<file path="src/rtl/ahb_apb_pkg.sv">
// Shared definitions for the AHB-to-APB bridge.
//   htrans_t : AHB transfer type encodings
//   hresp_t  : AHB response codes used by the bridge (OKAY, ERROR)
//   state_t  : bridge FSM states
//   idx_width: width of a slave index for a given slave count (min 1)
package ahb_apb_pkg;

    typedef enum logic [1:0] {
        HTRANS_IDLE   = 2'b00,
        HTRANS_BUSY   = 2'b01,
        HTRANS_NONSEQ = 2'b10,
        HTRANS_SEQ    = 2'b11
    } htrans_t;

    typedef enum logic [1:0] {
        HRESP_OKAY  = 2'b00,
        HRESP_ERROR = 2'b01
    } hresp_t;

    typedef enum logic [2:0] {
        ST_IDLE,
        ST_WLATCH,
        ST_SETUP,
        ST_ACCESS,
        ST_ERR1,
        ST_ERR2
    } state_t;

    function automatic int idx_width(input int n);
        return (n > 1) ? $clog2(n) : 1;
    endfunction

endpackage

</file>
<file path="src/rtl/ahb_apb_decoder.sv">
// Address decoder for the APB segment.
//   haddr    : AHB address-phase address
//   in_range : address falls inside BASE_ADDR .. BASE_ADDR + (NUM_SLV << WIN_LOG2) - 1
//   sel      : one-hot slave select (all zero when out of range)
module ahb_apb_decoder
    import ahb_apb_pkg::*;
#(
    parameter int                ADDR_W    = 32,
    parameter int                NUM_SLV   = 4,
    parameter logic [ADDR_W-1:0] BASE_ADDR = ADDR_W'(32'h8000_0000),
    parameter int                WIN_LOG2  = 12
)(
    input  logic [ADDR_W-1:0]  haddr,
    output logic               in_range,
    output logic [NUM_SLV-1:0] sel
);

    localparam int IDX_W = idx_width(NUM_SLV);
    // One extra bit so BASE_ADDR + span cannot wrap at the top of the map.
    localparam logic [ADDR_W:0] SPAN = (ADDR_W+1)'(NUM_SLV) << WIN_LOG2;

    logic [IDX_W-1:0] idx;

    assign in_range = ({1'b0, haddr} >= {1'b0, BASE_ADDR}) &&
                      ({1'b0, haddr} <  ({1'b0, BASE_ADDR} + SPAN));
    assign idx      = IDX_W'((haddr - BASE_ADDR) >> WIN_LOG2);

    generate
        for (genvar gi = 0; gi < NUM_SLV; gi++) begin : g_sel
            assign sel[gi] = in_range && (idx == IDX_W'(gi));
        end
    endgenerate

endmodule

</file>
<file path="src/rtl/ahb_apb_bridge_gen.sv">
// AHB slave to NUM_SLV-way APB bridge with wait states, error mapping and timeout.
//   AHB side : Hready_in, Htrans, Hwrite, Haddr, Hwdata -> Hready_out, Hresp, Hrdata
//   APB side : Pselx (one-hot), Penable, Pwrite, Paddr, Pwdata -> Prdata, Pready, Pslverr
// APB outputs are registered; Hready_out/Hresp/Hrdata follow the state register
// except in ACCESS, where they pass the selected slave's Pready/Pslverr/Prdata through.
module ahb_apb_bridge_gen
    import ahb_apb_pkg::*;
#(
    parameter int                ADDR_W    = 32,
    parameter int                DATA_W    = 32,
    parameter int                NUM_SLV   = 4,
    parameter logic [ADDR_W-1:0] BASE_ADDR = ADDR_W'(32'h8000_0000),
    parameter int                WIN_LOG2  = 12,
    parameter int                TIMEOUT   = 16
)(
    input  logic                      Hclk,
    input  logic                      Hreset,
    input  logic                      Hready_in,
    input  logic [1:0]                Htrans,
    input  logic                      Hwrite,
    input  logic [ADDR_W-1:0]         Haddr,
    input  logic [DATA_W-1:0]         Hwdata,
    output logic                      Hready_out,
    output logic [1:0]                Hresp,
    output logic [DATA_W-1:0]         Hrdata,
    output logic [NUM_SLV-1:0]        Pselx,
    output logic                      Penable,
    output logic                      Pwrite,
    output logic [ADDR_W-1:0]         Paddr,
    output logic [DATA_W-1:0]         Pwdata,
    input  logic [NUM_SLV*DATA_W-1:0] Prdata,
    input  logic [NUM_SLV-1:0]        Pready,
    input  logic [NUM_SLV-1:0]        Pslverr
);

    localparam int CNT_W = (TIMEOUT > 1) ? $clog2(TIMEOUT) : 1;

    state_t              state_reg, state_next;
    logic [NUM_SLV-1:0]  sel_reg, sel_next;
    logic [NUM_SLV-1:0]  psel_reg, psel_next;
    logic                penable_reg, penable_next;
    logic                pwrite_reg, pwrite_next;
    logic [ADDR_W-1:0]   paddr_reg, paddr_next;
    logic [DATA_W-1:0]   pwdata_reg, pwdata_next;
    logic [CNT_W-1:0]    cnt_reg, cnt_next;

    logic                dec_in_range;
    logic [NUM_SLV-1:0]  dec_sel;
    logic                pready_sel, pslverr_sel, timeout_hit, access_ok, sample, accept;
    logic [DATA_W-1:0]   rd_terms [NUM_SLV];
    logic [DATA_W-1:0]   rd_sel;

    ahb_apb_decoder #(
        .ADDR_W    (ADDR_W),
        .NUM_SLV   (NUM_SLV),
        .BASE_ADDR (BASE_ADDR),
        .WIN_LOG2  (WIN_LOG2)
    ) u_dec (
        .haddr    (Haddr),
        .in_range (dec_in_range),
        .sel      (dec_sel)
    );

    // Masking with the registered one-hot select makes unselected slaves invisible.
    assign pready_sel  = |(Pready  & psel_reg);
    assign pslverr_sel = |(Pslverr & psel_reg);

    generate
        for (genvar gi = 0; gi < NUM_SLV; gi++) begin : g_rd
            assign rd_terms[gi] = psel_reg[gi] ? Prdata[gi*DATA_W +: DATA_W] : '0;
        end
    endgenerate

    always_comb begin
        rd_sel = '0;
        for (int i = 0; i < NUM_SLV; i++) begin
            rd_sel = rd_sel | rd_terms[i];
        end
    end

    // cnt_reg counts completed ACCESS cycles, so the TIMEOUT-th cycle sees TIMEOUT-1.
    assign timeout_hit = (TIMEOUT != 0) && (cnt_reg == CNT_W'(TIMEOUT - 1));
    assign access_ok   = (state_reg == ST_ACCESS) && pready_sel && !pslverr_sel;
    // A new address phase is only looked at while the bridge drives Hready_out high.
    assign sample      = (state_reg == ST_IDLE) || (state_reg == ST_ERR2) || access_ok;
    assign accept      = sample && Hready_in &&
                         ((Htrans == HTRANS_NONSEQ) || (Htrans == HTRANS_SEQ));

    always_comb begin
        state_next  = state_reg;
        sel_next    = sel_reg;
        pwrite_next = pwrite_reg;
        paddr_next  = paddr_reg;
        pwdata_next = pwdata_reg;
        Hready_out  = 1'b1;
        Hresp       = HRESP_OKAY;
        Hrdata      = '0;

        case (state_reg)
            ST_IDLE: begin
                state_next = ST_IDLE;
            end
            ST_WLATCH: begin
                Hready_out  = 1'b0;
                pwdata_next = Hwdata;
                state_next  = ST_SETUP;
            end
            ST_SETUP: begin
                Hready_out = 1'b0;
                state_next = ST_ACCESS;
            end
            ST_ACCESS: begin
                Hready_out = access_ok;
                if (pready_sel) begin
                    if (pslverr_sel) begin
                        state_next = ST_ERR1;
                    end else begin
                        if (!pwrite_reg) begin
                            Hrdata = rd_sel;
                        end
                        state_next = ST_IDLE;
                    end
                end else if (timeout_hit) begin
                    state_next = ST_ERR1;
                end
            end
            ST_ERR1: begin
                Hready_out = 1'b0;
                Hresp      = HRESP_ERROR;
                state_next = ST_ERR2;
            end
            ST_ERR2: begin
                Hresp      = HRESP_ERROR;
                state_next = ST_IDLE;
            end
            default: begin
                state_next = ST_IDLE;
            end
        endcase

        if (accept) begin
            if (dec_in_range) begin
                sel_next    = dec_sel;
                pwrite_next = Hwrite;
                paddr_next  = Haddr;
                state_next  = Hwrite ? ST_WLATCH : ST_SETUP;
            end else begin
                state_next  = ST_ERR1;
            end
        end
    end

    always_comb begin
        psel_next    = ((state_next == ST_SETUP) || (state_next == ST_ACCESS)) ? sel_next : '0;
        penable_next = (state_next == ST_ACCESS);
        cnt_next     = ((state_reg == ST_ACCESS) && (state_next == ST_ACCESS)) ?
                       cnt_reg + 1'b1 : '0;
    end

    always_ff @(posedge Hclk or posedge Hreset) begin
        if (Hreset) begin
            state_reg   <= ST_IDLE;
            sel_reg     <= '0;
            psel_reg    <= '0;
            penable_reg <= 1'b0;
            pwrite_reg  <= 1'b0;
            paddr_reg   <= '0;
            pwdata_reg  <= '0;
            cnt_reg     <= '0;
        end else begin
            state_reg   <= state_next;
            sel_reg     <= sel_next;
            psel_reg    <= psel_next;
            penable_reg <= penable_next;
            pwrite_reg  <= pwrite_next;
            paddr_reg   <= paddr_next;
            pwdata_reg  <= pwdata_next;
            cnt_reg     <= cnt_next;
        end
    end

    assign Pselx   = psel_reg;
    assign Penable = penable_reg;
    assign Pwrite  = pwrite_reg;
    assign Paddr   = paddr_reg;
    assign Pwdata  = pwdata_reg;

endmodule

</file>
<file path="config.mk">
export PLATFORM = sky130hd
export DESIGN_NAME = ahb_apb_bridge_gen
export DESIGN_NICKNAME = d
export VERILOG_FILES = /design/src/rtl/ahb_apb_pkg.sv /design/src/rtl/ahb_apb_decoder.sv /design/src/rtl/ahb_apb_bridge_gen.sv
export SDC_FILE = /design/constraint.sdc
export NUM_CORES = 1
export LEC_CHECK = 0
export ABC_AREA = 1
export BUFFER_PORTS_ARGS = -buffer_cell sky130_fd_sc_hd__buf_4
export CAP_MARGIN = 10
export CORE_UTILIZATION = 28
export CTS_CLUSTER_DIAMETER = 120
export DETAILED_ROUTE_END_ITERATION = 8
export GPL_TIMING_DRIVEN = 0
export HOLD_SLACK_MARGIN = 0.05
export PLACE_DENSITY = 0.68
export SETUP_SLACK_MARGIN = 0.02
export SYNTH_ARGS = -nofsm -noshare
export SYNTH_HDL_FRONTEND = slang
export SYNTH_HIERARCHICAL = 1
export SYNTH_SLANG_ARGS = --single-unit
</file>
<file path="constraint.sdc">
create_clock -name Hclk -period 2.6 [get_ports Hclk]
set_input_delay 0.26 -clock Hclk [delete_from_list [all_inputs] [get_ports Hclk]]
set_output_delay 0.26 -clock Hclk [all_outputs]
set_load 0.02 [all_outputs]
</file>
# ---- Word level (Yosys, flattened, before mapping)
# Cells that the tools add are included.
dict set report classes {
  n_addsub 2
  n_mul 0
  div_mod_pow 0
  magnitude_cmp 2
  n_eq_ne 13
  shift 0
  n_mux 21
  bitwise 5
  reduce_logical 22
}
# op n
set ops {}
lappend ops {{$mux 32} 8}
lappend ops {{$or 32x32->32} 3}
lappend ops {{$ge 32x32->1 const B} 1}
lappend ops {{$lt 32x32->1 const B} 1}
lappend ops {{$mux 4} 4}
lappend ops {{$mux 3} 5}
lappend ops {{$sub 14x1->14 const B} 1}
lappend ops {{$eq 3x2->1 const B} 4}
lappend ops {{$pmux 3 s4} 1}
lappend ops {{$logic_and 1x1->1} 10}
lappend ops {{$and 4x4->4} 2}
lappend ops {{$eq 2x2->1 const B} 4}
lappend ops {{$reduce_or 4->1} 2}
lappend ops {{$eq 3x3->1 const B} 2}
lappend ops {{$add 4x1->4 const B} 1}
lappend ops {{$eq 4x4->1 const B} 1}
lappend ops {{$logic_or 1x1->1} 4}
lappend ops {{$eq 3x1->1 const B} 1}
lappend ops {{$logic_not 3->1} 1}
lappend ops {{$reduce_or 3->1} 1}
lappend ops {{$eq 2x1->1 const B} 1}
lappend ops {{$logic_not 2->1} 1}
lappend ops {{$mux 2} 1}
lappend ops {{$pmux 1 s2} 1}
lappend ops {{4 further kinds} 4}
dict set report totals {
  regBits 81
  latchBits 0
  mem_bits_rw 0
  romBits 0
  inputBits 206
  word_cells 73
  memories 0
}

# ---- Longest topological paths before layout
dict set report depth {
  word_depth 11
  mapped_depth 13
}

# ---- Hierarchy
# Netlist, hierarchy kept.
# module n_inst cells_per_inst area_each_um2
set by_module_without_submodules {}
lappend by_module_without_submodules {ahb_apb_bridge_gen 1 502 4274.1}
lappend by_module_without_submodules {ahb_apb_decoder 1 28 121.4}

# ---- Worst setup path after synthesis
# OpenSTA, ideal clock, no wires.
dict set report synth_path {
  kind {register to output}
  from {reg psel_reg[2] (netlist: Pselx[2])}
  to {out Hrdata[19]}
  arrival_ns 1.720
  t_required_ns 2.340
  slack_ns 0.620
  stages_incl_launch_ff 10
  path_cell_list {dfrtp_1 -> buf_4 -> nand2_1 -> nand2_1 -> nor2_2 -> nand3_2 -> or2_1 -> buf_6 -> buf_6 -> nor2_1}
}
dict set report synth_via {
  elab_chain_cells 7
  elab_cells_between_ends 11
  classes_between {5 x mux; 4 x bitwise; 2 x reduce/logical}
}
# element line_no
set synth_lines {}
lappend synth_lines {{start: declaration} ahb_apb_bridge_gen.sv:40} ;# logic [NUM_SLV-1:0] psel_reg, psel_next;
lappend synth_lines {{start signal: assignment} ahb_apb_bridge_gen.sv:173} ;# psel_reg <= psel_next;
lappend synth_lines {{$mux 32} ahb_apb_bridge_gen.sv:70} ;# assign rd_terms[gi] = psel_reg[gi] ? Prdata[gi*DATA_W +: DATA_W] : '0;
lappend synth_lines {{$or 32x32->32 (2 in series)} ahb_apb_bridge_gen.sv:77} ;# rd_sel = rd_sel | rd_terms[i];
lappend synth_lines {{$mux 32} ahb_apb_bridge_gen.sv:118} ;# if (!pwrite_reg) begin
lappend synth_lines {{$mux 32} ahb_apb_bridge_gen.sv:115} ;# if (pslverr_sel) begin
lappend synth_lines {{$mux 32 *} ahb_apb_bridge_gen.sv:114} ;# if (pready_sel) begin
lappend synth_lines {{$mux 32 *} ahb_apb_bridge_gen.sv:99} ;# case (state_reg)
lappend synth_lines {{end: declaration} ahb_apb_bridge_gen.sv:25} ;# output logic [DATA_W-1:0] Hrdata,
# Mark *: on every way between the ends. The rest lies on a longest branch, timed or not.

# ---- Worst setup path in the final report
dict set report layout_path {
  from {reg psel_reg[1] (netlist: Pselx[1])}
  to {out Hrdata[27]}
}
dict set report layout_via {
  elab_chain_cells 8
  elab_cells_between_ends 12
  classes_between {5 x mux; 5 x bitwise; 2 x reduce/logical}
}
# element line_no
set layout_lines {}
lappend layout_lines {{$mux 32} ahb_apb_bridge_gen.sv:70}
lappend layout_lines {{$or 32x32->32 (3 in series)} ahb_apb_bridge_gen.sv:77}
lappend layout_lines {{$mux 32} ahb_apb_bridge_gen.sv:118}
lappend layout_lines {{$mux 32} ahb_apb_bridge_gen.sv:115}
lappend layout_lines {{$mux 32 *} ahb_apb_bridge_gen.sv:114}
lappend layout_lines {{$mux 32 *} ahb_apb_bridge_gen.sv:99}
# Marked as above.

==> impl_metrics.json <==
{
  "io_buffers": 308,
  "synth_area_mm2": 0.00440,
  "vias_per_cell": 4.41,
  "synth_edf_count": 0,
  "yosysWarnings": 6,
  "pin_count": 311,
  "cap_viol_max_count": 0,
  "cp_cell_sequence": "clkbuf_4 -> nand2_1 -> nand2_1 -> nor2_2 -> nand3_2 -> or2_1 -> buf_6 -> buf_6 -> nor2_1 -> buf_4",
  "worst_pin_slew_ns": 0.585,
  "startpoint_type": "flop",
  "grt_pass1_vias": 4766,
  "grt_use_met2_pct": 37.4,
  "p_comb_share_pct": 37.6,
  "ys.flop_type": "dfrtp_1",
  "power.density_mw_per_mm2": 675,
  "p_int_mw": 3.36,
  "dp_hpwl_um": 13100,
  "drc_errors": 0,
  "max_slew_margin_pct": 61.0,
  "pre_cts_slack_ns": 0.411,
  "status": "finished clean",
  "yosysSeqAreaShare_pct": 46.1,
  "drt_iter0_drc": 201,
  "syn_inst": 530,
  "worstPathArrival_ns": 2.16,
  "cts_buffer_depth": 2,
  "clkTransAtPathRegs_ns": 0.06,
  "synth-seq-cells": 81,
  "critPathMaxStageDelay_ns": 0.37,
  "fin_area_mm2": 0.00734,
  "max_freq_mhz": 413,
  "cts_root_buffer": "clkbuf_16",
  "multi_input_comb_area_mm2": 0.00197,
  "grt_util_all_layers_pct": 19.4,
  "period_share_pct": 93.2,
  "antenna_found_initial": 0,
  "seq_area_mm2": 0.00203,
  "critPathCaptureType": "output port",
  "wl_per_cell_um": 14.9,
  "ys_async_sr_fraction_pct": 100,
  "netlist_top_cells_area": "dfrtp_1 46%, nand2_1 16%, mux2_2 8.2%, a221oi_1 6.2%, inv_1 4.5%",
  "clock_sinks": 81,
  "yosysMostFrequentCell": "nand2_1",
  "cp_slowest_cell": "dfrtp_1",
  "placed_area_mm2": 0.00700,
  "drt-total-wl_um": 15900,
  "hold_path.class": "in -> reg",
  "clock_power_share_pct": 27.3,
  "p_leak_nw": 3.88,
  "min_period_ns": 2.42,
  "synth_top_area_share_pct": 46.1,
  "setup_violations": 0,
  "synth_nets": 737,
  "switchingPower_mw": 1.59,
  "rsz0062_at_grt": "no",
  "cts_tree": "done",
  "cts_made_buffers": 9,
  "syn-mean-instance-area_um2": 8.29,
  "peakVddDrop_mv": 0.688,
  "cts_setup_buffers": 0,
  "grt_max_degree": 47,
  "critPathTopFamily": "simple AND/OR/NAND/NOR gates",
  "power_mw": 4.95,
  "finalClockSkew_ns": 0.0120,
  "gr-usage-met1_pct": 20.3,
  "drive_gt1_share_pct": 47.9,
  "gp_congestion": 0.884,
  "worst_ep_required_time_ns": 2.34,
  "ctsHtreeMaxLevel": 3,
  "rows": 45,
  "crit_type": "reg -> out",
  "yosysTopAreaCell": "dfrtp_1",
  "vias": 4710,
  "drtAntennaViolNets": 0,
  "fp.dieH_um": 127,
  "slew_viol_final": 0,
  "path_buf_inv": 4,
  "path_max_fanout": 10,
  "grt_overflow": 0,
  "fill_cells": 1524,
  "setup_ws_ns": 0.177,
  "fin_setup_tns_ns": 0,
  "synth_cell_type_count": 30,
  "top_usage_layer": "met2",
  "insertion_delay_ns": 0.34,
  "grt_pass1_wl_um": 24300,
  "dieWidth_um": 127,
  "final_nets": 1058,
  "final_util_pct": 48.1,
  "first_pass_iters": 6,
  "synth_common_cells": "182 x nand2_1, 81 x dfrtp_1, 53 x inv_1",
  "core_mm2": 0.0153,
  "pwr-share-seq_pct": 35.0,
  "power.share.switching_pct": 32.2,
  "use_met3_pct": 5.28,
  "syn2layout_area_growth_pct": 67.0,
  "start_util_pct": 28.8,
  "antennaDiodeCount": 0,
  "hold_viol_final": 0,
  "dieArea_mm2": 0.0162
}
[logic make-up (layout without fill, tap and decap cells)]
logic type | count (synthesis) | in the layout | share of synthesized area (%)
AND/OR/NAND/NOR | 257 | 257 | 24.7
flip-flops | 81 | 81 | 46.1
adder cells (fa/ha/maj) | 1 | 1 | 0.285
AO/OA/AOI/OAI | 72 | 72 | 11.3
multiplexers | 32 | 32 | 8.20
XOR/XNOR | 1 | 1 | 0.199
buffers and inverters | 85 | 411 | 9.05
other | 1 | 1 | 0.0853
[final cells by class]
| cell class | count | area share (%) |
|---|---|---|
| Buffer | 31 | 2.73 |
| Multi-Input combinational cell | 364 | 26.9 |
| Timing Repair Buffer | 310 | 32.0 |
| Inverter | 54 | 2.80 |
| Clock buffer | 10 | 3.12 |
| Clock inverter | 6 | 1.23 |
| Tap cell | 211 | 3.60 |
| Sequential cell | 81 | 27.6 |
[power groups by stage]
stage	Combinational, mW	Clock, mW	Sequential, mW
final	1.86	1.35	1.73
after global routing	2.00	1.44	1.78
after CTS	1.89	1.39	1.73
after detailed placement	1.89	0	1.75
after global placement	1.86	0	1.74
after floorplan	0.704	0	2.06
[worst paths after layout]
path,cells after the start,end,slack [ns],startpoint
worst max-delay path,10,Hrdata[27],0.18,Pselx[1]
worst min-delay path,2,Pwdata[20],0.15,Hwdata[20]
worst max register to register,11,Paddr[3],0.83,Pselx[1]
worst min register to register,1,cnt_reg[0],0.46,cnt_reg[0]
max in group asynchronous,4,state_reg[0],1.50,Hreset
min in group asynchronous,3,Pwdata[10],0.51,Hreset
[through the flow]
stage / hold slack (ns) / cells
global placement: 0.451 / 1049
finish: 0.154 / 1067
CTS: 0.142 / 1067
global route: 0.139 / 1067
floorplan: 0.393 / 530
detailed placement: 0.326 / 1050
[worst reg2reg max path: stages (launching register included)]
cell and delay [ns]:
dfrtp_1 0.37, clkbuf_4 0.19, nand2_1 0.09, nand2_1 0.06, nor2_2 0.13, nand3_2 0.15, nand2_4 0.14, nand3_4 0.09
buf_6 0.16, buf_6 0.14, nand2_1 0.06, o21ai_1 0.07
[per-layer routing]
layer | wire length (um) | vias up
met5 | 0 | -
met4 | 276 | 0
met3 | 1210 | 18
met2 | 8510 | 186
met1 | 5920 | 2159
li1 | - | 2347
[timing repair]
action                                  in CTS  in global routing
endpoints found under the hold margin       35                  0
hold buffers                                 1                  0
endpoints found under the setup margin       0                  2
resized for setup                            0                  3
[cell usage in the layout (no fill, tap or decap), drive strengths merged, types with 2 or more instances in the layout]
cell      n
o21ai    35
bufinv    2
buf     326
dfrtp    81
inv      55
nor3      4
nand3    11
a21oi     4
clkinv    2
clkbuf   24
nand2   183
a221oi   31
mux2     32
nor2     55
or2       2
No activity file was read; power rests on OpenSTA's default activity.
